File: src/rtl/attempt_tracker.sv
// rtl/attempt_tracker.sv - failed-attempt tracker with timed unlock, lockout and absence clear
module attempt_tracker #(
    parameter int ABSENT_CYCLES = 50_000_000,
    parameter int OPEN_CYCLES   = 150_000_000
) (
    input  logic       clk,
    input  logic       rst_n,
    input  logic       presence,
    input  logic       try_valid,
    input  logic       try_ok,
    output logic [1:0] attempts,
    output logic       unlock,
    output logic       locked
);

    localparam int AW = $clog2(ABSENT_CYCLES + 1);
    localparam int OW = $clog2(OPEN_CYCLES + 1);

    localparam logic [AW-1:0] ABSENT_SAT  = AW'(ABSENT_CYCLES);
    localparam logic [AW-1:0] ABSENT_TRIG = AW'(ABSENT_CYCLES - 1);
    localparam logic [OW-1:0] OPEN_LOAD   = OW'(OPEN_CYCLES);
    localparam logic [OW-1:0] OPEN_ONE    = OW'(1);

    typedef enum logic [1:0] {
        IDLE   = 2'd0,
        ARMED  = 2'd1,
        OPEN   = 2'd2,
        LOCKED = 2'd3
    } state_t;

    state_t          state;
    state_t          state_next;
    logic [1:0]      attempts_next;
    logic            unlock_next;
    logic            locked_next;
    logic [OW-1:0]   open_timer;
    logic [OW-1:0]   open_timer_next;
    logic [AW-1:0]   absent_cnt;
    logic            absent_timeout;

    // Fires once per absence: the counter saturates one past the trigger value,
    // so it cannot match again until presence clears it.
    assign absent_timeout = !presence && (absent_cnt == ABSENT_TRIG);

    // Consecutive-absence counter, cleared by presence, saturating at ABSENT_CYCLES
    always_ff @(posedge clk or negedge rst_n) begin
        if (!rst_n) begin
            absent_cnt <= '0;
        end else if (presence) begin
            absent_cnt <= '0;
        end else if (absent_cnt != ABSENT_SAT) begin
            absent_cnt <= absent_cnt + AW'(1);
        end
    end

    // State and registered outputs
    always_ff @(posedge clk or negedge rst_n) begin
        if (!rst_n) begin
            state      <= IDLE;
            attempts   <= 2'd0;
            unlock     <= 1'b0;
            locked     <= 1'b0;
            open_timer <= '0;
        end else begin
            state      <= state_next;
            attempts   <= attempts_next;
            unlock     <= unlock_next;
            locked     <= locked_next;
            open_timer <= open_timer_next;
        end
    end

    // Next-state and next-output decisions
    always_comb begin
        state_next      = state;
        attempts_next   = attempts;
        unlock_next     = unlock;
        locked_next     = locked;
        open_timer_next = open_timer;

        case (state)
            IDLE: begin
                attempts_next   = 2'd0;
                unlock_next     = 1'b0;
                locked_next     = 1'b0;
                open_timer_next = '0;
                if (presence) begin
                    state_next = ARMED;
                end
            end

            ARMED: begin
                unlock_next = 1'b0;
                locked_next = 1'b0;
                // Absence wins over a strobe in the same cycle so a walk-away
                // cannot be turned into an extra failure.
                if (absent_timeout) begin
                    state_next    = IDLE;
                    attempts_next = 2'd0;
                end else if (try_valid) begin
                    if (try_ok) begin
                        state_next      = OPEN;
                        attempts_next   = 2'd0;
                        unlock_next     = 1'b1;
                        open_timer_next = OPEN_LOAD;
                    end else if (attempts >= 2'd2) begin
                        state_next    = LOCKED;
                        attempts_next = 2'd3;
                        locked_next   = 1'b1;
                    end else begin
                        attempts_next = attempts + 2'd1;
                    end
                end
            end

            OPEN: begin
                attempts_next = 2'd0;
                locked_next   = 1'b0;
                // Timer counts OPEN_CYCLES..1 while unlock is visible; the
                // cycle holding 1 is the last one with unlock high.
                if (open_timer <= OPEN_ONE) begin
                    unlock_next     = 1'b0;
                    open_timer_next = '0;
                    state_next      = presence ? ARMED : IDLE;
                end else begin
                    unlock_next     = 1'b1;
                    open_timer_next = open_timer - OPEN_ONE;
                end
            end

            LOCKED: begin
                unlock_next   = 1'b0;
                attempts_next = 2'd3;
                locked_next   = 1'b1;
                // Only a completed absence releases a lockout; codes are ignored.
                if (absent_timeout) begin
                    state_next    = IDLE;
                    attempts_next = 2'd0;
                    locked_next   = 1'b0;
                end
            end

            default: begin
                state_next      = IDLE;
                attempts_next   = 2'd0;
                unlock_next     = 1'b0;
                locked_next     = 1'b0;
                open_timer_next = '0;
            end
        endcase
    end

endmodule

File: config.mk
export PLATFORM = sky130hd
export DESIGN_NAME = attempt_tracker
export DESIGN_NICKNAME = d
export VERILOG_FILES = /design/src/rtl/attempt_tracker.sv
export SDC_FILE = /design/constraint.sdc
export NUM_CORES = 1
export LEC_CHECK = 0
export CAP_MARGIN = 40
export CELL_PAD_IN_SITES_DETAIL_PLACEMENT = 1
export CELL_PAD_IN_SITES_GLOBAL_PLACEMENT = 2
export CORE_MARGIN = 2
export CORE_UTILIZATION = 35
export DETAILED_ROUTE_END_ITERATION = 8
export MAX_ROUTING_LAYER = met4
export PLACE_DENSITY = 0.74
export SLEW_MARGIN = 10
export SYNTH_ARGS = -nofsm -noshare
export SYNTH_HDL_FRONTEND = slang
export SYNTH_SLANG_ARGS = --single-unit
File: constraint.sdc
create_clock -name clk -period 2.64 [get_ports clk]
set_clock_uncertainty 0.1 [all_clocks]
set_input_delay 0.528 -clock clk [delete_from_list [all_inputs] [get_ports clk]]
set_output_delay 0.528 -clock clk [all_outputs]
set_load 0.005 [all_outputs]
Word-level counts from Yosys, hierarchy flattened. Index checks and enable logic that the tools add are counted.

Memories kept: 0. Word-level logic and storage cells: 66. Bits in writable memories: 0. Register bits: 60. Bits in latches: 0. Output and inout bits: 4. Memory bits (read-only): 0. Bits of input ports: 5.

Equal/unequal tests: 13. Multipliers: 0. Bitwise operators: 0. Muxes and demuxes: 33. Shift operators: 0. Magnitude comparators: 2. Reductions and logical operators: 9. Add/sub/neg operators: 3. Div/mod/pow operators: 0.

Operator list (count): $mux 28 (4); $pmux 28 s3 (1); $mux 26 (2); $le 28x1->1 const B (1); $sub 28x1->28 const B (1); $add 26x1->26 const B (1); $eq 26x26->1 const B (1); $ne 26x26->1 const B (1); $mux 2 (12); $ne 2x2->1 const B (6); $mux 1 (10); $pmux 2 s4 (1); $pmux 1 s3 (2); $pmux 2 s3 (1); $reduce_and 5->1 (1); $eq 2x2->1 const B (2); $ne 4x4->1 const B (1); $reduce_and 4->1 (1); $reduce_or 2->1 (2); $ne 3x3->1 const B (1); $reduce_bool 3->1 (1); $add 2x1->2 const B (1); $eq 2x1->1 const B (1); $ge 2x2->1 const B (1); other kinds (4) (4).

Logic depth before layout (Yosys ltp).
Depth in word-level cells: 6. Mapped depth: 10. Gate-level depth less buffers: 8.

Worst setup path before layout. No wires, ideal clock.

Kind: register to register. From: register open_timer[2]. To: register open_timer[19]. Path buffers: 2. Path slack: 70 ps. Data required time: 2415 ps. Data arrival time: 2345 ps. Cell stages (with the launch flop): 9. Library setup time: 125 ps. Clock period less this slack: 2570 ps. Cell sequence: dfrtp_1 or4_4 buf_6 or2_1 buf_6 or4_4 or3_1 a31oi_1 o22ai_1.

Cells in the longest elaborated chain, start to end: 3. Elaborated cells on any way between the ends: 4. Classes of those cells: add/sub: 1; order compare: 1; mux: 2.

RTL lines: from (decl) (RTL line 36) `logic [OW-1:0] open_timer;`; from (signal assigned) (RTL line 69) `open_timer <= open_timer_next;`; $sub 28x1->28 or $le 28x1->1 (tied branches) (RTL line 127, 121); $mux 28 (*) (RTL line 121) `if (open_timer <= OPEN_ONE) begin`; $pmux 28 s3 (*) (RTL line 81) `case (state)`.

Every way passes the cells marked *; elsewhere a longest branch is shown, timed or not. A chain may end at the register's enable or synchronous reset.

Final worst setup path.
From: register open_timer[6]. To: register open_timer[19].

Same word-level chain as after synthesis.

==> results.py <==
metrics = {
    "outcome": {
        "status": "finished, final reports clean",
    },
    "pwr": {
        "power_density_mw_per_mm2": 1210,
        "irDropWorstVdd_uv": 605,
        "p_leak_uw": 0.00175,
    },
    "routing": {
        "drc_errors": 0,
        "via_count": 3096,
        "dr.pass1.iters": 4,
        "drt_iter0_markers": 124,
        "wirelength_um": 9440,
        "routedWlPerCell_um": 16.4,
        "vias_per_cell": 5.37,
        "ant_nets": 0,
    },
    "die": {
        "io_pins": 9,
        "num_rows": 36,
        "dieArea_mm2": 0.0106,
        "die_y_um": 103,
        "start_util": 0.354,
        "fp.coreArea_mm2": 0.00964,
        "die_w_um": 103,
    },
    "min_path": {
        "worstHoldPathType": "primary input to async pin",
    },
    "synth": {
        "synth-edff-count": 0,
        "synthDistinctLibCells": 48,
        "synth_area_mm2": 0.00342,
        "ys_seq_area_frac": 0.440,
        "syn_inst": 395,
        "synth_seq_cells": 60,
        "syn_nets": 409,
        "yosys_warnings": 0,
        "synth_ff_type": "dfrtp_1",
        "async_reset_ff_frac": 1.00,
        "syn_avg_cell_area_um2": 8.65,
    },
    "clock_network": {
        "numCtsBuffers": 9,
        "clock-root-buffer": "clkbuf_8",
        "hold_buffers": 0,
        "ctsLongestPathBuffers": 2,
        "clock_sinks": 60,
        "insertion_delay_ns": 0.34,
        "tritoncts": "yes",
        "clkSlewWorstSetupHoldPaths_ns": 0.07,
        "cts-htree-levels": 3,
    },
    "sta": {
        "fmax_mhz": 395,
        "fin_crit_ns": 2.53,
        "min_period_over_period": 0.960,
        "slew_headroom": 0.663,
        "tns_ns": 0,
        "finalSetupViolCount": 0,
        "slew_viol_final": 0,
        "rsz0062_at_grt": "no",
        "hold_viol_final": 0,
        "whs_ns": 0.0899,
        "worstMarginPinSlew_ns": 0.501,
    },
    "worst_setup_path": {
        "max_stage_delay_ns": 0.54,
        "worstPathCellList": "or4_1 -> or2_1 -> or4_4 -> or3_1 -> a31oi_1 -> o22ai_1",
        "crit_family": "simple AND/OR/NAND/NOR gates",
        "startpoint_type": "flip-flop",
        "cp.arrival_ns": 2.65,
        "criticalPathCategory": "flip-flop to flip-flop",
        "cp_num_buf_inv": 0,
        "cp_slowest_cell": "or4_1",
        "required_ns": 2.76,
        "crit_fanout": 5,
        "endpoint_kind": "flip-flop",
    },
    "final_layout": {
        "synthToLayoutAreaGrowth_pct": 20.4,
        "fin_cells": 577,
        "utilization": 0.427,
        "multi_input_area_mm2": 0.00178,
        "seq_area_mm2": 0.00150,
        "insertedDiodeCount": 0,
        "fillers": 1176,
        "layout.nets": 453,
        "drive_gt1_frac": 0.137,
    },
    "flow_run": {
        "maxCapViolCount": 0,
    },
    "grt": {
        "grt_pass1_vias": 3158,
        "grt_pass1_wl_um": 16000,
        "grt_usage": 0.203,
        "grt_start_max_net_pins": 61,
        "antenna_found_initial": 0,
        "gr-total-overflow": 0,
    },
    "placement": {
        "numPortBuffers": 8,
        "dp_hpwl_um": 6620,
        "place_congestion": 0.775,
        "place_inst": 560,
    },
}
cell families (layout without fill, tap and decap cells):
group,Yosys count,count (layout),synth area share
and+or+nand+nor,167,167,0.258
AOI/OAI and AO/OA,107,107,0.178
DFF,60,60,0.440
buffers and inverters,34,83,0.0443
xor gates and xnor gates,17,17,0.0436
adders and majority gates,9,9,0.0330
muxes,1,1,0.00293
cell type report:
type / count / area share
clock buffer: 15 / 0.0429
clock inverter: 1 / 0.00122
inverter: 20 / 0.0183
multi-input combinational: 301 / 0.434
sequential: 60 / 0.365
tap: 133 / 0.0405
timing repair buffer: 47 / 0.0986
metrics by stage:
step | setup slack (ns) | instance area, um2 | power, uW
after CTS | 0.121 | 4090 | 4980
final | 0.105 | 4110 | 4960
after detailed placement | -0.0105 | 3910 | 4160
after global routing | 0.00953 | 4110 | 5410
after floorplan | 0.0704 | 3420 | 3040
after global placement | 0.0820 | 3910 | 4080
cells in the mapped netlist, types with 6 or more instances:
library cell  number  area share
nor2b_1            7       0.013
or3_1              9       0.016
nand2_1           23       0.025
or4_1              6       0.013
nand4_1            6       0.011
nor4_1            11       0.020
a21oi_1           29       0.042
clkbuf_1           7      0.0077
nor2_1            51       0.056
nand2b_1           8       0.015
nand3_1           11       0.016
xnor2_1            8       0.021
a31oi_1            9       0.016
dfrtp_1           60        0.44
o21ai_0           43       0.063
inv_1             20       0.022
xor2_1             9       0.023
o31ai_1           10       0.022
nor3_1            14       0.021
ha_1               9       0.033
sequential cells by signal (all words and copies together) (netlist names):
signal	flops
absent_cnt	26
locked	1
unlock	1
attempts	2
open_timer	28
state	2
path summary, 6_finish.rpt:
kind	from	end	slack, ns	cells past startpoint
min in group clk	open_timer[18]	open_timer[18]	0.40	1
min	rst_n	absent_cnt[25]	0.09	2
max	open_timer[6]	open_timer[19]	0.11	6
max reg2reg	open_timer[6]	open_timer[19]	0.11	6
max in group asynchronous	rst_n	open_timer[18]	2.07	2
min reg2reg	open_timer[18]	open_timer[18]	0.40	1
layer usage:
layer,vias to the layer above,part of all wire,global-route usage
met3,7,0.017,0.0454
met1,1562,0.50,0.274
li1,1508,-,-
met4,0,0.0088,0.0506
met5,-,0,-
met2,19,0.47,0.311
worst register-to-register path: stages (launching register included):
cell,delay (ns)
dfrtp_1,0.43
or4_1,0.54
or2_1,0.27
or4_4,0.45
or3_1,0.34
a31oi_1,0.19
o22ai_1,0.09
timing repair:
action	in CTS	in global routing
setup buffers	0	1
endpoints found under the setup margin	0	25
resized for setup	0	2
where the power goes:
part	switching (uW)	leakage (uW)	total (uW)	internal, uW
registers	184	0.000818	1290	1100
logic	1640	0.000836	2890	1240
clock network	369	0.0000937	787	418
placed cells by master (no fill, tap or decap), types with 7 or more instances in the layout:
cell	count
a31oi_1	9
or3_1	9
dfrtp_1	60
nand2_1	23
inv_1	20
nand2b_1	8
nand3_1	11
ha_1	9
nor3_1	14
xor2_1	9
o31ai_1	9
o21ai_0	43
nor2b_1	7
xnor2_1	8
clkbuf_8	12
nor4_1	10
clkdlybuf4s50_1	7
buf_4	36
nor2_1	51
a21oi_1	29
Note: power is estimated with default switching activity, not from simulation.
